==> src/rtl/soric_pkg.sv <==
// rtl/soric_pkg.sv - shared types and defaults for the soric Wishbone arbiter
package soric_pkg;

  localparam int WB_AW       = 32;
  localparam int WB_DW       = 32;
  localparam int ARB_TIMEOUT = 255;

  typedef enum logic [1:0] {
    ARB_IDLE = 2'd0,
    ARB_GNT0 = 2'd1,
    ARB_GNT1 = 2'd2
  } arb_state_e;

endpackage

==> src/rtl/soric_wb_timeout.sv <==
// rtl/soric_wb_timeout.sv - stall counter that pulses expire on the TIMEOUT-th stalled cycle
module soric_wb_timeout #(
  parameter int TIMEOUT = 255
) (
  input  logic clk_i,
  input  logic rst_ni,
  input  logic en_i,
  input  logic clr_i,
  output logic expire_o
);

  localparam int CW = $clog2(TIMEOUT + 1);

  logic [CW-1:0] cnt_q, cnt_d;

  // Expiry ignores clr_i so a late ack in the abort cycle cannot cancel the error.
  assign expire_o = en_i && (cnt_q == CW'(TIMEOUT - 1));

  always_comb begin
    cnt_d = cnt_q + CW'(1);
    if (!en_i || clr_i || expire_o) begin
      cnt_d = '0;
    end
  end

  always_ff @(posedge clk_i) begin
    if (!rst_ni) begin
      cnt_q <= '0;
    end else begin
      cnt_q <= cnt_d;
    end
  end

endmodule

==> src/rtl/soric_wb_arbiter.sv <==
// rtl/soric_wb_arbiter.sv - two-master round-robin Wishbone arbiter with cycle lock and
// bus-error timeout in front of soric_core
module soric_wb_arbiter
  import soric_pkg::*;
#(
  parameter int AW      = WB_AW,
  parameter int DW      = WB_DW,
  parameter int TIMEOUT = ARB_TIMEOUT
) (
  input  logic            wb_clk_i,
  input  logic            wb_rst_ni,
  input  logic            m0_cyc_i,
  input  logic            m0_stb_i,
  input  logic            m0_we_i,
  input  logic [DW/8-1:0] m0_sel_i,
  input  logic [AW-1:0]   m0_adr_i,
  input  logic [DW-1:0]   m0_dat_i,
  output logic            m0_ack_o,
  output logic            m0_err_o,
  output logic [DW-1:0]   m0_dat_o,
  input  logic            m1_cyc_i,
  input  logic            m1_stb_i,
  input  logic            m1_we_i,
  input  logic [DW/8-1:0] m1_sel_i,
  input  logic [AW-1:0]   m1_adr_i,
  input  logic [DW-1:0]   m1_dat_i,
  output logic            m1_ack_o,
  output logic            m1_err_o,
  output logic [DW-1:0]   m1_dat_o,
  output logic            s_cyc_o,
  output logic            s_stb_o,
  output logic            s_we_o,
  output logic [DW/8-1:0] s_sel_o,
  output logic [AW-1:0]   s_adr_o,
  output logic [DW-1:0]   s_dat_o,
  input  logic            s_ack_i,
  input  logic [DW-1:0]   s_dat_i,
  output logic [1:0]      grant_o,
  output logic            timeout_o
);

  arb_state_e state_q, state_d;
  logic       last_grant_q, last_grant_d;

  logic            mux_cyc, mux_stb, mux_we;
  logic [DW/8-1:0] mux_sel;
  logic [AW-1:0]   mux_adr;
  logic [DW-1:0]   mux_dat;
  logic            pending, expire, ack_fwd, err_fwd;

  always_ff @(posedge wb_clk_i) begin
    if (!wb_rst_ni) begin
      state_q      <= ARB_IDLE;
      last_grant_q <= 1'b1;
    end else begin
      state_q      <= state_d;
      last_grant_q <= last_grant_d;
    end
  end

  always_comb begin
    state_d      = state_q;
    last_grant_d = last_grant_q;
    case (state_q)
      ARB_IDLE: begin
        if (m0_cyc_i && m1_cyc_i) begin
          state_d = last_grant_q ? ARB_GNT0 : ARB_GNT1;
        end else if (m0_cyc_i) begin
          state_d = ARB_GNT0;
        end else if (m1_cyc_i) begin
          state_d = ARB_GNT1;
        end
      end
      ARB_GNT0: begin
        if (!m0_cyc_i) begin
          state_d      = ARB_IDLE;
          last_grant_d = 1'b0;
        end
      end
      ARB_GNT1: begin
        if (!m1_cyc_i) begin
          state_d      = ARB_IDLE;
          last_grant_d = 1'b1;
        end
      end
      default: state_d = ARB_IDLE;
    endcase
  end

  always_comb begin
    mux_cyc = 1'b0;
    mux_stb = 1'b0;
    mux_we  = 1'b0;
    mux_sel = '0;
    mux_adr = '0;
    mux_dat = '0;
    case (state_q)
      ARB_GNT0: begin
        mux_cyc = m0_cyc_i;
        mux_stb = m0_stb_i;
        mux_we  = m0_we_i;
        mux_sel = m0_sel_i;
        mux_adr = m0_adr_i;
        mux_dat = m0_dat_i;
      end
      ARB_GNT1: begin
        mux_cyc = m1_cyc_i;
        mux_stb = m1_stb_i;
        mux_we  = m1_we_i;
        mux_sel = m1_sel_i;
        mux_adr = m1_adr_i;
        mux_dat = m1_dat_i;
      end
      default: ;
    endcase
  end

  assign pending = (state_q != ARB_IDLE) && mux_stb;

  soric_wb_timeout #(
    .TIMEOUT(TIMEOUT)
  ) u_timeout (
    .clk_i   (wb_clk_i),
    .rst_ni  (wb_rst_ni),
    .en_i    (pending),
    .clr_i   (s_ack_i),
    .expire_o(expire)
  );

  // Responses are suppressed while reset is asserted so an aborted transfer ends silently.
  assign ack_fwd = s_ack_i && !expire && wb_rst_ni;
  assign err_fwd = expire && wb_rst_ni;

  assign s_cyc_o   = mux_cyc;
  assign s_stb_o   = mux_stb && !expire;
  assign s_we_o    = mux_we;
  assign s_sel_o   = mux_sel;
  assign s_adr_o   = mux_adr;
  assign s_dat_o   = mux_dat;

  assign m0_ack_o  = (state_q == ARB_GNT0) && ack_fwd;
  assign m0_err_o  = (state_q == ARB_GNT0) && err_fwd;
  assign m1_ack_o  = (state_q == ARB_GNT1) && ack_fwd;
  assign m1_err_o  = (state_q == ARB_GNT1) && err_fwd;
  assign m0_dat_o  = s_dat_i;
  assign m1_dat_o  = s_dat_i;

  assign grant_o   = {state_q == ARB_GNT1, state_q == ARB_GNT0};
  assign timeout_o = err_fwd;

endmodule
==> config.mk <==
export PLATFORM = sky130hd
export DESIGN_NAME = soric_wb_arbiter
export DESIGN_NICKNAME = d
export VERILOG_FILES = /design/src/rtl/soric_pkg.sv /design/src/rtl/soric_wb_timeout.sv /design/src/rtl/soric_wb_arbiter.sv
export SDC_FILE = /design/constraint.sdc
export NUM_CORES = 1
export LEC_CHECK = 0
export CAP_MARGIN = 20
export CORE_AREA = 8 8 119 121
export DETAILED_ROUTE_END_ITERATION = 10
export DIE_AREA = 0 0 127 129
export SYNTH_ARGS = -nofsm -noshare
export SYNTH_HDL_FRONTEND = slang
export SYNTH_HIERARCHICAL = 1
export SYNTH_SLANG_ARGS = --single-unit
==> constraint.sdc <==
create_clock -name wb_clk_i -period 4.15 [get_ports wb_clk_i]
set_clock_uncertainty 0.05 [all_clocks]
set_input_delay 0.6225 -clock wb_clk_i [delete_from_list [all_inputs] [get_ports wb_clk_i]]
set_output_delay 0.6225 -clock wb_clk_i [all_outputs]
set_load 0.05 [all_outputs]
==> results of run 1 <==
-- worst paths after layout --
kind | startpoint | end | slack (ps) | cells after the start
worst max register to register | state_q[0] | u_timeout/cnt_q[7] | 1860 | 7
worst min-delay path | u_timeout/cnt_q[0] | u_timeout/cnt_q[0] | 430 | 1
worst min register to register | u_timeout/cnt_q[0] | u_timeout/cnt_q[0] | 430 | 1
worst max-delay path | state_q[0] | m1_ack_o | 350 | 8
-- metrics by stage --
stage | instance area (um^2) | hold WS, ps | std cells | total power [W] | utilization (%)
floorplan | 2260 | 391 | 304 | 0.000842 | -
global placement | 4070 | 406 | 589 | 0.00101 | 33.1
detailed placement | 4070 | 421 | 589 | 0.00102 | 33.1
CTS | 4150 | 431 | 593 | 0.00120 | 33.7
global route | 4150 | 483 | 593 | 0.00125 | 33.7
finish | 4150 | 426 | 593 | 0.00118 | 33.7
-- critical path: stages, from the launching register on --
cell and delay (ps):
sky130_fd_sc_hd__dfxtp_1 380, sky130_fd_sc_hd__inv_1 110, sky130_fd_sc_hd__ha_2 650, sky130_fd_sc_hd__nand2_1 190
sky130_fd_sc_hd__nor2_1 190, sky130_fd_sc_hd__nand4_1 160, sky130_fd_sc_hd__nor2_1 260, sky130_fd_sc_hd__and4b_1 240
sky130_fd_sc_hd__clkdlybuf4s50_1 710
-- cell type report --
type / count / area [um^2]
clock inverter: 1 / 5.00
fill: 1291 / 8160
sequential: 11 / 220
inverter: 4 / 15.0
clock buffer: 3 / 75.1
multi-input combinational: 199 / 1410
tap: 150 / 188
timing repair buffer: 225 / 2240
-- registers in the layout, indices dropped and copies added (netlist names) --
name / flops
state_q: 2
u_timeout/cnt_q: 8
last_grant_q: 1
-- layer usage --
metal	vias up	track usage, %
met1	1227	13.1
met3	10	4.34
met5	-	0
met2	161	23.5
met4	0	2.10
li1	1285	-
-- power groups by stage --
stage	sequential [W]	clock, W	combinational [W]
final	0.000117	0.000179	0.000888
after global routing	0.000118	0.000189	0.000942
after CTS	0.000117	0.000182	0.000901
after detailed placement	0.000119	0	0.000898
after global placement	0.000118	0	0.000891
after floorplan	0.000118	0	0.000724
-- logic make-up (layout without fill, tap and decap cells) --
kind of cell | Yosys count | after routing | share of synthesized area (%)
XOR/XNOR | 3 | 3 | 1.16
AO/OA/AOI/OAI | 84 | 84 | 28.6
AND/OR/NAND/NOR | 103 | 103 | 27.7
multiplexers | 2 | 2 | 0.885
flip-flops | 11 | 11 | 9.74
buffers and inverters | 94 | 233 | 28.1
adder cells (fa/ha/maj) | 7 | 7 | 3.87
-- layout by cell type, fill, tap and decap left out, types with 2 or more instances in the layout --
cell type,count
sky130_fd_sc_hd__a21oi_1,4
sky130_fd_sc_hd__a22oi_1,69
sky130_fd_sc_hd__and3_1,3
sky130_fd_sc_hd__and4b_1,2
sky130_fd_sc_hd__buf_4,6
sky130_fd_sc_hd__clkbuf_16,3
sky130_fd_sc_hd__clkdlybuf4s50_1,219
sky130_fd_sc_hd__dfxtp_1,11
sky130_fd_sc_hd__ha_1,4
sky130_fd_sc_hd__ha_2,3
sky130_fd_sc_hd__inv_1,4
sky130_fd_sc_hd__mux2i_1,2
sky130_fd_sc_hd__nand2_1,5
sky130_fd_sc_hd__nand3_1,3
sky130_fd_sc_hd__nand4_1,2
sky130_fd_sc_hd__nor2_1,12
sky130_fd_sc_hd__nor2b_1,69
sky130_fd_sc_hd__o21ai_1,2
sky130_fd_sc_hd__xnor2_1,2
==> results summary, run 1 <==
The run finished with clean final reports. For this run, the detailed router's first-pass iteration total came to 4. In the post-synthesis netlist, the biggest area contributors are sky130_fd_sc_hd__a22oi_1, sky130_fd_sc_hd__buf_4, sky130_fd_sc_hd__nor2b_1, sky130_fd_sc_hd__dfxtp_1, sky130_fd_sc_hd__ha_1.

The final antenna-violating net count is 0. In the final routing, the length of wire on met1 measures 4.12 mm. The number of distinct standard cells referenced by the synthesized netlist came out at 36. The min-delay analysis places its worst path in the category reg -> reg. The relative slew slack is 48.6%.

Per report_power, the clock group accounts for 15.1% of the total. The proportion of layout cells with a drive suffix above 1 came out at 4.74%. The core region is 0.0123 mm^2.

At the worst endpoint, the arrival time is 3130 ps. The aggregate routed wire length came out at 11.4 mm. The required time at the worst-slack endpoint is 3480 ps. The number of core rows came out at 41. The maximum achievable frequency is 263 MHz. After the last flow step, the layout net total stands at 628. Entering global routing, the biggest net connects 72 pins. TritonCTS built the clock tree. The count of buffers from port buffering came out at 222. At the pin with the least slew margin, the transition time is 772 ps. Max-cap violations in this run came to 0. The source-to-sink clock delay at the later pin of the worst-skew pair is 240 ps.

STA classifies the critical path endpoint as an output port. Across the VDD grid, the largest voltage drop is 0.000241 V. The number of endpoints failing setup at the final stage came out at 0. The floorplan die width came out at 127 um. The detailed-routed wire length on met3 is 1.15 mm. The final routed DRC violation total is 0. The worst-case setup slack after placement is 578 ps.

The cell type with the largest total area after synthesis is sky130_fd_sc_hd__a22oi_1. The post-synthesis cell area is 0.00226 mm^2. In this run the worst path has a maximum fanout of 34. The flip-flop and latch count after synthesis is 11.

The number of global-route vias before repair came out at 2762. Sequential elements use 9.74% of the synthesized area. Global routing consumed, over all layers together, 12.4% of the routing resources. The element type at the critical path start is a flop. The final number of max-transition violations came out at 0. After layout, the worst path uses 91.7% of the clock period. The root buffer cell is sky130_fd_sc_hd__clkbuf_16. The count of flip-flops with a built-in enable after synthesis came out at 0.

The effective utilization at floorplan is 18.4%. The estimated wirelength of the detail-placed design came out at 9.31 mm. Measured along the y axis, the die boundary spans 129 um. The critical path is of the reg -> out type. For this run the aggregate overflow at the end of global routing stands at 0. For this run, the number of Yosys warnings is 6. The number of buffers inserted to repair setup after CTS is 0.

The die area is 0.0164 mm^2. The proportion of synthesized flip-flops having asynchronous set or reset is 0%. The met2 routed wirelength is 6.07 mm. Once routing completed, OpenROAD measured the worst setup slack at 346 ps.

The share of total power in combinational logic came out at 75.0%. The final number of hold-violating endpoints came out at 0. The first global-routing pass estimated 16.4 mm of wire. The leakage power of the design is 1.35 nW. Dividing the synthesized area by the synthesized cell count gives 7.44 um^2. The area added between synthesis and finish is 83.7%. The number of antenna violations at the first check in global routing came out at 0. The internal portion of the total power is 0.000626 W. The number of buffers created by CTS came out at 3. The top layer used by detailed routing is met4. For this design the total switching power over the nets is 0.000558 W.

The sink count of the clock tree came out at 11. The sum of negative setup slack is 0 ps. Clock-pin slew was measured on the worst setup and hold paths at 40 ps. By count the netlist is led by sky130_fd_sc_hd__a22oi_1, sky130_fd_sc_hd__nor2b_1, sky130_fd_sc_hd__buf_4.

The instance count of the mapped netlist is 304. The number of hold-repair buffers added at the cts stage came out at 0. The placer's final routability congestion estimate came out at 0.763. Setup repair after global routing left no endpoint under its margin. The via count normalized by instance count is 4.52. Power spread over the standard cell area amounts to 285 mW/mm^2. Gates resized during post-CTS repair numbered 0. After synthesis, the largest area contributor takes up 22.9% of total cell area. The share of total power dissipated in sequential elements is 9.9%.

The number of buffers on the longest clock path came out at 2. The routed via count is 2683. The count of routing violations after the opening detailed-route iteration is 127. The I/O pin count came out at 319. The most instantiated flip-flop cell in the synthesis netlist is sky130_fd_sc_hd__dfxtp_1. The proportion of total power due to net switching is 47.2%. In this run the number of H-tree levels came out at 1. The final critical path time including I/O delays and setup is 3800 ps. The number of inserted diodes is 0. The average detailed-routed wire length per instance came out at 19.3 um. The total nets after synthesis came out at 488.
Note: power is estimated with default switching activity, not from simulation.
==> inputs of run 2 (changes only) <==
Settings changed: CAP_MARGIN 20 to not set, CORE_AREA 8 8 119 121 to 2 2 123 125, DIE_AREA 0 0 127 129 to 0 0 125 127, SYNTH_HIERARCHICAL 1 to not set.
==> run 2 against run 1 <==
Against the previous run:
- maximum frequency up 13%
- setup slack improved by 450 ps
- die area shrank 3.1%
- cell count up 6.1%
- first-iteration DRC count is 3.1% lower
- flip-flop and latch count unchanged
- largest cell class unchanged
==> results summary, run 2 <==
The run finished with clean final reports. The worst-case setup slack after placement is 942 ps (+365 ps). The portion of the post-synthesis area used by sequential elements came to 10.0% (+0.29 points).

The number of buffers inserted to repair setup after CTS came out at 0 (unchanged). The maximum achievable frequency is 298 MHz (+13%). The placeable core region is 0.0144 mm^2 (+17%). The source-to-sink clock delay at the later pin of the worst-skew pair came out at 230 ps (about the same). The highest ir drop seen on vdd came out at 0.000216 V (-11%). The number of endpoints failing setup at the final stage came out at 0 (unchanged).

The relative slew slack is 60.7% (+12 points). The flip-flop and latch count after synthesis is 11 (unchanged). The element type at the critical path start is a flop.

The final critical-path share of the clock period came out at 80.8% (-11 points). Summed over all instances, the cell type with the most area after synthesis is sky130_fd_sc_hd__a22oi_1. The instance count of the mapped netlist is 304 (unchanged).

The worst hold margin came to 454 ps (+28.4 ps). The total power draw came out at 0.000836 W (-29%). The leakage power of the design was 1.29 nW (-4.0%). The sum of negative setup slack is 0 ps (unchanged). The most used flip-flop cell after synthesis is sky130_fd_sc_hd__dfxtp_1.

The delay of the slowest cell on the worst path was 800 ps (+90 ps). The number of hold-repair buffers added at the cts stage came out at 0 (unchanged). TritonCTS built the clock tree. The area added between synthesis and finish is 90.8%. The flip-flop count of the largest register after layout was 8 (unchanged). The final worst slack was 797 ps (+451 ps). The pin count of the biggest net entering global routing is 44 (-39%). The proportion of layout cells with a drive suffix above 1 is 3.37% (-1.4 points). The largest registers in the layout are u_timeout.cnt_q (8), state_q (2), last_grant_q (1). The sink count of the clock tree was 11 (unchanged). The most used standard cell by instance count after synthesis is sky130_fd_sc_hd__a22oi_1. The number of inserted diodes came out at 0 (unchanged).

The post-place instance area came out at 0.00411 mm^2 (+0.86%). The required time at the worst-slack endpoint came to 3480 ps (about the same). The final number of max-transition violations came to 0 (unchanged). The worst hold path class is reg -> reg. In the synthesized netlist, the cells that appear most often are sky130_fd_sc_hd__a22oi_1, sky130_fd_sc_hd__nor2b_1, sky130_fd_sc_hd__buf_4. The effective utilization at floorplan came out at 15.2% (-3.1 points). The number of buffers on the longest clock path came out at 2 (unchanged). The number of antenna violations at the first check in global routing is 0 (unchanged). STA classifies the critical path endpoint as an output port. The average detailed-routed wire length per instance was 15.6 um (-19%).

The global-route total usage across every layer is 11.3% (-1.1 points). The number of gates resized after CTS came to 0 (unchanged). By area the synthesized netlist is led by sky130_fd_sc_hd__a22oi_1, sky130_fd_sc_hd__buf_4, sky130_fd_sc_hd__nor2b_1, sky130_fd_sc_hd__dfxtp_1, sky130_fd_sc_hd__ha_1. The number of buffers created by CTS came out at 3 (unchanged). The routed via count is 2667 (-0.60%).

The commonest non-fill, non-tap cell in the layout is sky130_fd_sc_hd__clkdlybuf4s50_1. The arrival time of data at the critical path endpoint is 2680 ps (-450 ps). The die area is 0.0159 mm^2 (-3.1%). The tree is rooted in a sky130_fd_sc_hd__clkbuf_16.

The aggregate routed wire length came out at 9.81 mm (-14%). The slew at the pin closest to its max-slew limit is 587 ps (-184 ps). The total iterations of the first detailed-routing run was 5 (+1). The first-pass GRT wire length is 14.8 mm (-9.8%). The mean instance size in the synthesized netlist is 7.22 um^2 (-2.9%). The number of distinct standard cells referenced by the synthesized netlist came out at 35 (-2.8%).

The I/O pin count came out at 319 (unchanged). The register bank with the most flops is u_timeout.cnt_q. The final number of hold-violating endpoints came out at 0 (unchanged).

The proportion of synthesized flip-flops having asynchronous set or reset is 0% (unchanged). The via count normalized by instance count was 4.24 (-6.3%). The count of routing violations after the opening detailed-route iteration came to 123 (-3.1%). The clock slew at the register clock pins of the worst setup and hold paths came out at 40 ps (about the same). The y dimension of the die came out at 127 um (-1.6%). The count of flip-flops with a built-in enable after synthesis came out at 0 (unchanged). The count of buffers from port buffering came out at 222 (unchanged). The number of core rows was 44 (+7.3%). The placer's final routability congestion estimate is 0.766 (+0.35%). Walking the worst path, the cells encountered are inv_1, ha_2, buf_4, nor3b_2, and4_1, clkdlybuf4s50_1.

The final antenna-violating net count came out at 0 (unchanged). The number of global-route vias before repair came out at 2635 (-4.6%). The number of nets at the end of the flow came out at 628 (unchanged). The overall overflow remaining after global route came out at 0 (unchanged). The post-synthesis cell area came out at 0.00219 mm^2 (-2.9%). The critical path's slowest cell is sky130_fd_sc_hd__clkdlybuf4s50_1.

The worst setup path is of the reg -> out kind. The total power divided by cell area came to 200 mW/mm^2 (-30%). The maximum fanout along the worst path came out at 43 (+26%). The count of maximum capacitance violations is 0 (unchanged). The library cells used most frequently in the layout, excluding fill and tap cells, are sky130_fd_sc_hd__clkdlybuf4s50_1, sky130_fd_sc_hd__a22oi_1, sky130_fd_sc_hd__nor2b_1. The total nets after synthesis was 486 (-0.41%). The final routed DRC violation total came out at 0 (unchanged). The final critical path time including I/O delays and setup came out at 3350 ps (-451 ps). The area of all placed cells without fillers is 0.00419 mm^2 (+0.81%). The estimated wirelength of the detail-placed design is 7.94 mm (-15%).

The maximum level of the CTS H-tree was 1 (unchanged). The top-area cell type share of the netlist area came to 23.9% (+1.0 points). The floorplan die width is 125 um (-1.6%). Setup repair after global routing left no endpoint under its margin. The Yosys warning count came out at 0 (-6).
## run 2: changes by cell type in the layout (fill, tap and decap cells not counted), moves of 3 or more
| cell | before | now |
|---|---|---|
| sky130_fd_sc_hd__nor3_1 | 0 | 5 |
| sky130_fd_sc_hd__nor2_1 | 12 | 1 |
| sky130_fd_sc_hd__o21ai_0 | 0 | 5 |
| sky130_fd_sc_hd__clkdlybuf4s50_1 | 219 | 222 |
| sky130_fd_sc_hd__and4_1 | 0 | 4 |
| sky130_fd_sc_hd__a211oi_1 | 0 | 3 |
## run 2: stage by stage
step	util [%]	cells
floorplan	-	304
global placement	28.5	625
detailed placement	28.5	625
CTS	29.0	629
global route	29.0	629
finish	29.0	629
## run 2: area by class of cell
type / instances / area (um^2)
Fill cell: 1520 / 10200
Timing Repair Buffer: 228 / 2270
Multi-Input combinational cell: 197 / 1370
Tap cell: 184 / 230
Sequential cell: 11 / 220
Clock buffer: 4 / 78.8
Inverter: 5 / 18.8
## run 2: final timing paths
check,start,end,slack [ps],depth (start not counted)
max,state_q[0],m0_err_o,800,6
min,u_timeout.cnt_q[6],u_timeout.cnt_q[6],450,2
max reg2reg,state_q[0],state_q[0],2140,6
min reg2reg,u_timeout.cnt_q[6],u_timeout.cnt_q[6],450,2
## run 2: kinds of logic after synthesis
group           after synthesis  share of synthesized area [%]
simple gates                101                           28.9
xor+xnor                      3                           1.20
flops                        11                           10.0
fa+ha+maj                     5                           2.85
compound gates               88                           29.2
buf+inv                      96                           27.8
## run 2: where the power goes
part / switching [W] / internal, W
sequential: 0.00000293 / 0.000109
combinational: 0.000284 / 0.000267
clock: 0.0000438 / 0.000129
## run 2: routing by layer
layer	part of all wire (%)	up-vias	GRT usage [%]
li1	-	1297	-
met1	38	1209	13.0
met2	50	135	20.1
met3	8.9	26	3.43
met4	2.7	0	3.46
met5	0	-	0
## run 2: worst max-delay path: cells and delay by family, from the launching register on
| family | cells | cell delay (ps) |
|---|---|---|
| adder cells (fa/ha/maj) | 1 | 320 |
| buffers and inverters | 3 | 1190 |
| flip-flops | 1 | 350 |
| AND/OR/NAND/NOR | 2 | 570 |
==> inputs of run 3 (changes only) <==
Settings changed: CORE_AREA 2 2 123 125 to 2 2 125 127, DIE_AREA 0 0 125 127 to 0 0 127 129.
Clock period 4.15 ns to 3.32 ns, I/O delays scaled along.
==> run 3 against run 2 <==
Against the previous run:
- utilization down 1.2 points
- flip-flop and latch count stayed put
- combinational power up 25%
- sequential power is 25% higher
- cell count rose by 0.79%
- via count increased by 2.2%
- critical endpoint is now s_dat_o[12]
- largest cell class unchanged
==> results summary, run 3 (synthesized netlist as in run 2, its figures left out) <==
The flip-flop count of the largest register after layout is 8 (unchanged). STA classifies the critical path startpoint as a flop. The share of total power in combinational logic came out at 65.4% (-0.5 points).

The total iterations of the first detailed-routing run is 4 (-1). The post-place instance area came out at 0.00409 mm^2 (-0.49%). The maximum fanout along the worst path came to 44 (+2.3%). The number of buffers inserted to repair setup after CTS came out at 0 (unchanged).

The relative slew slack came out at 64.2% (+3.4 points). The required time at the worst-slack endpoint came out at 2770 ps (-710 ps). The final routed DRC violation total came out at 0 (unchanged). The library cell used most frequently in the layout, excluding fill and tap cells, is sky130_fd_sc_hd__clkdlybuf4s50_1. The worst hold path belongs to the class reg -> reg. The final number of hold-violating endpoints came out at 0 (unchanged). The I/O pin count is 319 (unchanged). The first-pass GRT wire length is 14.5 mm (-1.9%).

The count of routing violations after the opening detailed-route iteration came out at 110 (-11%). The number of global-route vias before repair came out at 2646 (+0.42%). The overall overflow remaining after global route came to 0 (unchanged). The tree is rooted in a sky130_fd_sc_hd__clkbuf_16. TritonCTS built the clock tree. The number of buffers created by CTS is 3 (unchanged). The area of all placed cells without fillers came out at 0.00417 mm^2 (-0.48%). The average detailed-routed wire length per instance is 16.2 um (+4.0%). Ranked by flip-flop count, first place goes to u_timeout.cnt_q.

The number of cells after detailed placement was 630 (+0.80%). The highest ir drop seen on vdd came out at 0.000214 V (-0.55%). The number of antenna violations at the first check in global routing was 0 (unchanged). The maximum achievable frequency came out at 336 MHz.

The slew at the pin closest to its max-slew limit came out at 536 ps (-51.1 ps). The largest registers in the layout are u_timeout.cnt_q (8), state_q (2), last_grant_q (1). The number of gates resized after CTS came out at 0 (unchanged).

The leakage power of the design is 1.36 nW (+5.3%). The sum of negative setup slack came out at 0 ps (unchanged). The placeable core region came out at 0.0150 mm^2 (+3.8%). The flow ran to the end, and the final reports show no timing, DRC or antenna violations. Setup repair after global routing left no endpoint under its margin. The routed via count is 2725 (+2.2%). The source-to-sink clock delay at the later pin of the worst-skew pair came out at 240 ps (about the same). The internal power summed over all cells came out at 0.000628 W (+24%). The final instance count without filler cells was 634 (+0.79%). The estimated wirelength of the detail-placed design is 8.26 mm (+4.1%). The sink count of the clock tree came out at 11 (unchanged).

The proportion of layout cells with a drive suffix above 1 is 9.87% (+6.5 points). The number of nets at the end of the flow came out at 629 (+0.16%). The y dimension of the die is 129 um (+1.6%). The number of core rows is 45 (+2.3%). The via count normalized by instance count is 4.30 (+1.4%). The switching power total was 0.000426 W (+29%). The total power divided by cell area came out at 253 mW/mm^2 (+27%). The count of buffers from port buffering is 222 (unchanged). The worst hold margin was 455 ps (+0.592 ps). The placer's final routability congestion estimate is 0.714 (-6.7%).

The final number of max-transition violations came out at 0 (unchanged). The global-route total usage across every layer came out at 11.0% (-0.33 points). The final worst slack came out at 347 ps (-450 ps). The final critical path time including I/O delays and setup is 2970 ps. The worst-case setup slack after placement came out at 460 ps (-482 ps). The final critical-path share of the clock period is 89.5%.

The number of hold-repair buffers added at the cts stage is 0 (unchanged). The maximum level of the CTS H-tree is 1 (unchanged). The number of endpoints failing setup at the final stage is 0 (unchanged). The proportion of total power due to net switching is 40.4% (+0.84 points). The fraction of power consumed by sequential logic came out at 13.3% (about the same). The arrival time of data at the critical path endpoint is 2420 ps (-260 ps). The number of buffers on the longest clock path came out at 2 (unchanged). The effective utilization at floorplan is 14.7% (-0.56 points). The floorplan die width came out at 127 um (+1.6%).

The die area came to 0.0164 mm^2 (+3.2%). The library cells used most frequently in the layout, excluding fill and tap cells, are sky130_fd_sc_hd__clkdlybuf4s50_1, sky130_fd_sc_hd__a22oi_1, sky130_fd_sc_hd__nor2b_1. The pin count of the biggest net entering global routing came out at 45 (+2.3%). STA classifies the critical path endpoint as an output port.

The clock slew at the register clock pins of the worst setup and hold paths is 40 ps (about the same). The number of inserted diodes is 0 (unchanged). The aggregate routed wire length is 10.3 mm (+4.8%). Compared with the post-synthesis result, the final layout area differs by 89.9%.

The share of total power in the clock network came out at 21.3% (+0.7 points). The final antenna-violating net count came out at 0 (unchanged). The type of the setup path with the least slack is reg -> out. The count of maximum capacitance violations is 0 (unchanged).
[run 3: changes by cell type in the layout (fill, tap and decap cells not counted)]
cell / change
sky130_fd_sc_hd__buf_12: +3
sky130_fd_sc_hd__buf_4: +26
sky130_fd_sc_hd__clkdlybuf4s50_1: -28
[run 3: layout make-up]
type                       count  area, um^2
fill                        1602       10800
timing repair buffer         229        2240
multi-input combinational    197        1370
tap                          188         235
sequential                    11         220
clock buffer                   4        78.8
inverter                       5        18.8
[run 3: power by group through the flow]
stage	clock network, W	logic, W	registers, W
after floorplan	0	0.000583	0.000142
after global placement	0	0.000688	0.000142
after detailed placement	0	0.000695	0.000143
after CTS	0.000229	0.000698	0.000140
after global routing	0.000234	0.000735	0.000141
final	0.000224	0.000689	0.000140
[run 3: through the flow]
stage | total power (W) | utilization [%]
3_5_place_dp | 0.000838 | 27.3
5_1_grt | 0.00111 | 27.8
2_1_floorplan | 0.000725 | -
3_3_place_gp | 0.000830 | 27.3
6_report | 0.00105 | 27.8
4_1_cts | 0.00107 | 27.8
[run 3: critical path, stage by stage, from the launching register on]
cell                              delay [ps]
sky130_fd_sc_hd__dfxtp_1                 320
sky130_fd_sc_hd__inv_1                    90
sky130_fd_sc_hd__ha_2                    200
sky130_fd_sc_hd__buf_4                   390
sky130_fd_sc_hd__a22oi_1                 170
sky130_fd_sc_hd__nor2b_1                 150
sky130_fd_sc_hd__clkdlybuf4s50_1         820
[run 3: layer usage]
| layer | track usage, % | up-vias | part of all wire [%] |
|---|---|---|---|
| met5 | 0 | - | 0 |
| met4 | 2.84 | 0 | 1.6 |
| met3 | 4.07 | 25 | 11 |
| met2 | 18.7 | 132 | 48 |
| met1 | 13.1 | 1272 | 39 |
| li1 | - | 1296 | - |
[run 3: final timing paths]
check	endpoint	slack (ps)	depth (start not counted)	start
worst min register to register	u_timeout.cnt_q[6]	450	2	u_timeout.cnt_q[6]
worst min-delay path	u_timeout.cnt_q[6]	450	2	u_timeout.cnt_q[6]
worst max-delay path	s_dat_o[12]	350	6	state_q[0]
worst max register to register	state_q[0]	1430	6	state_q[0]
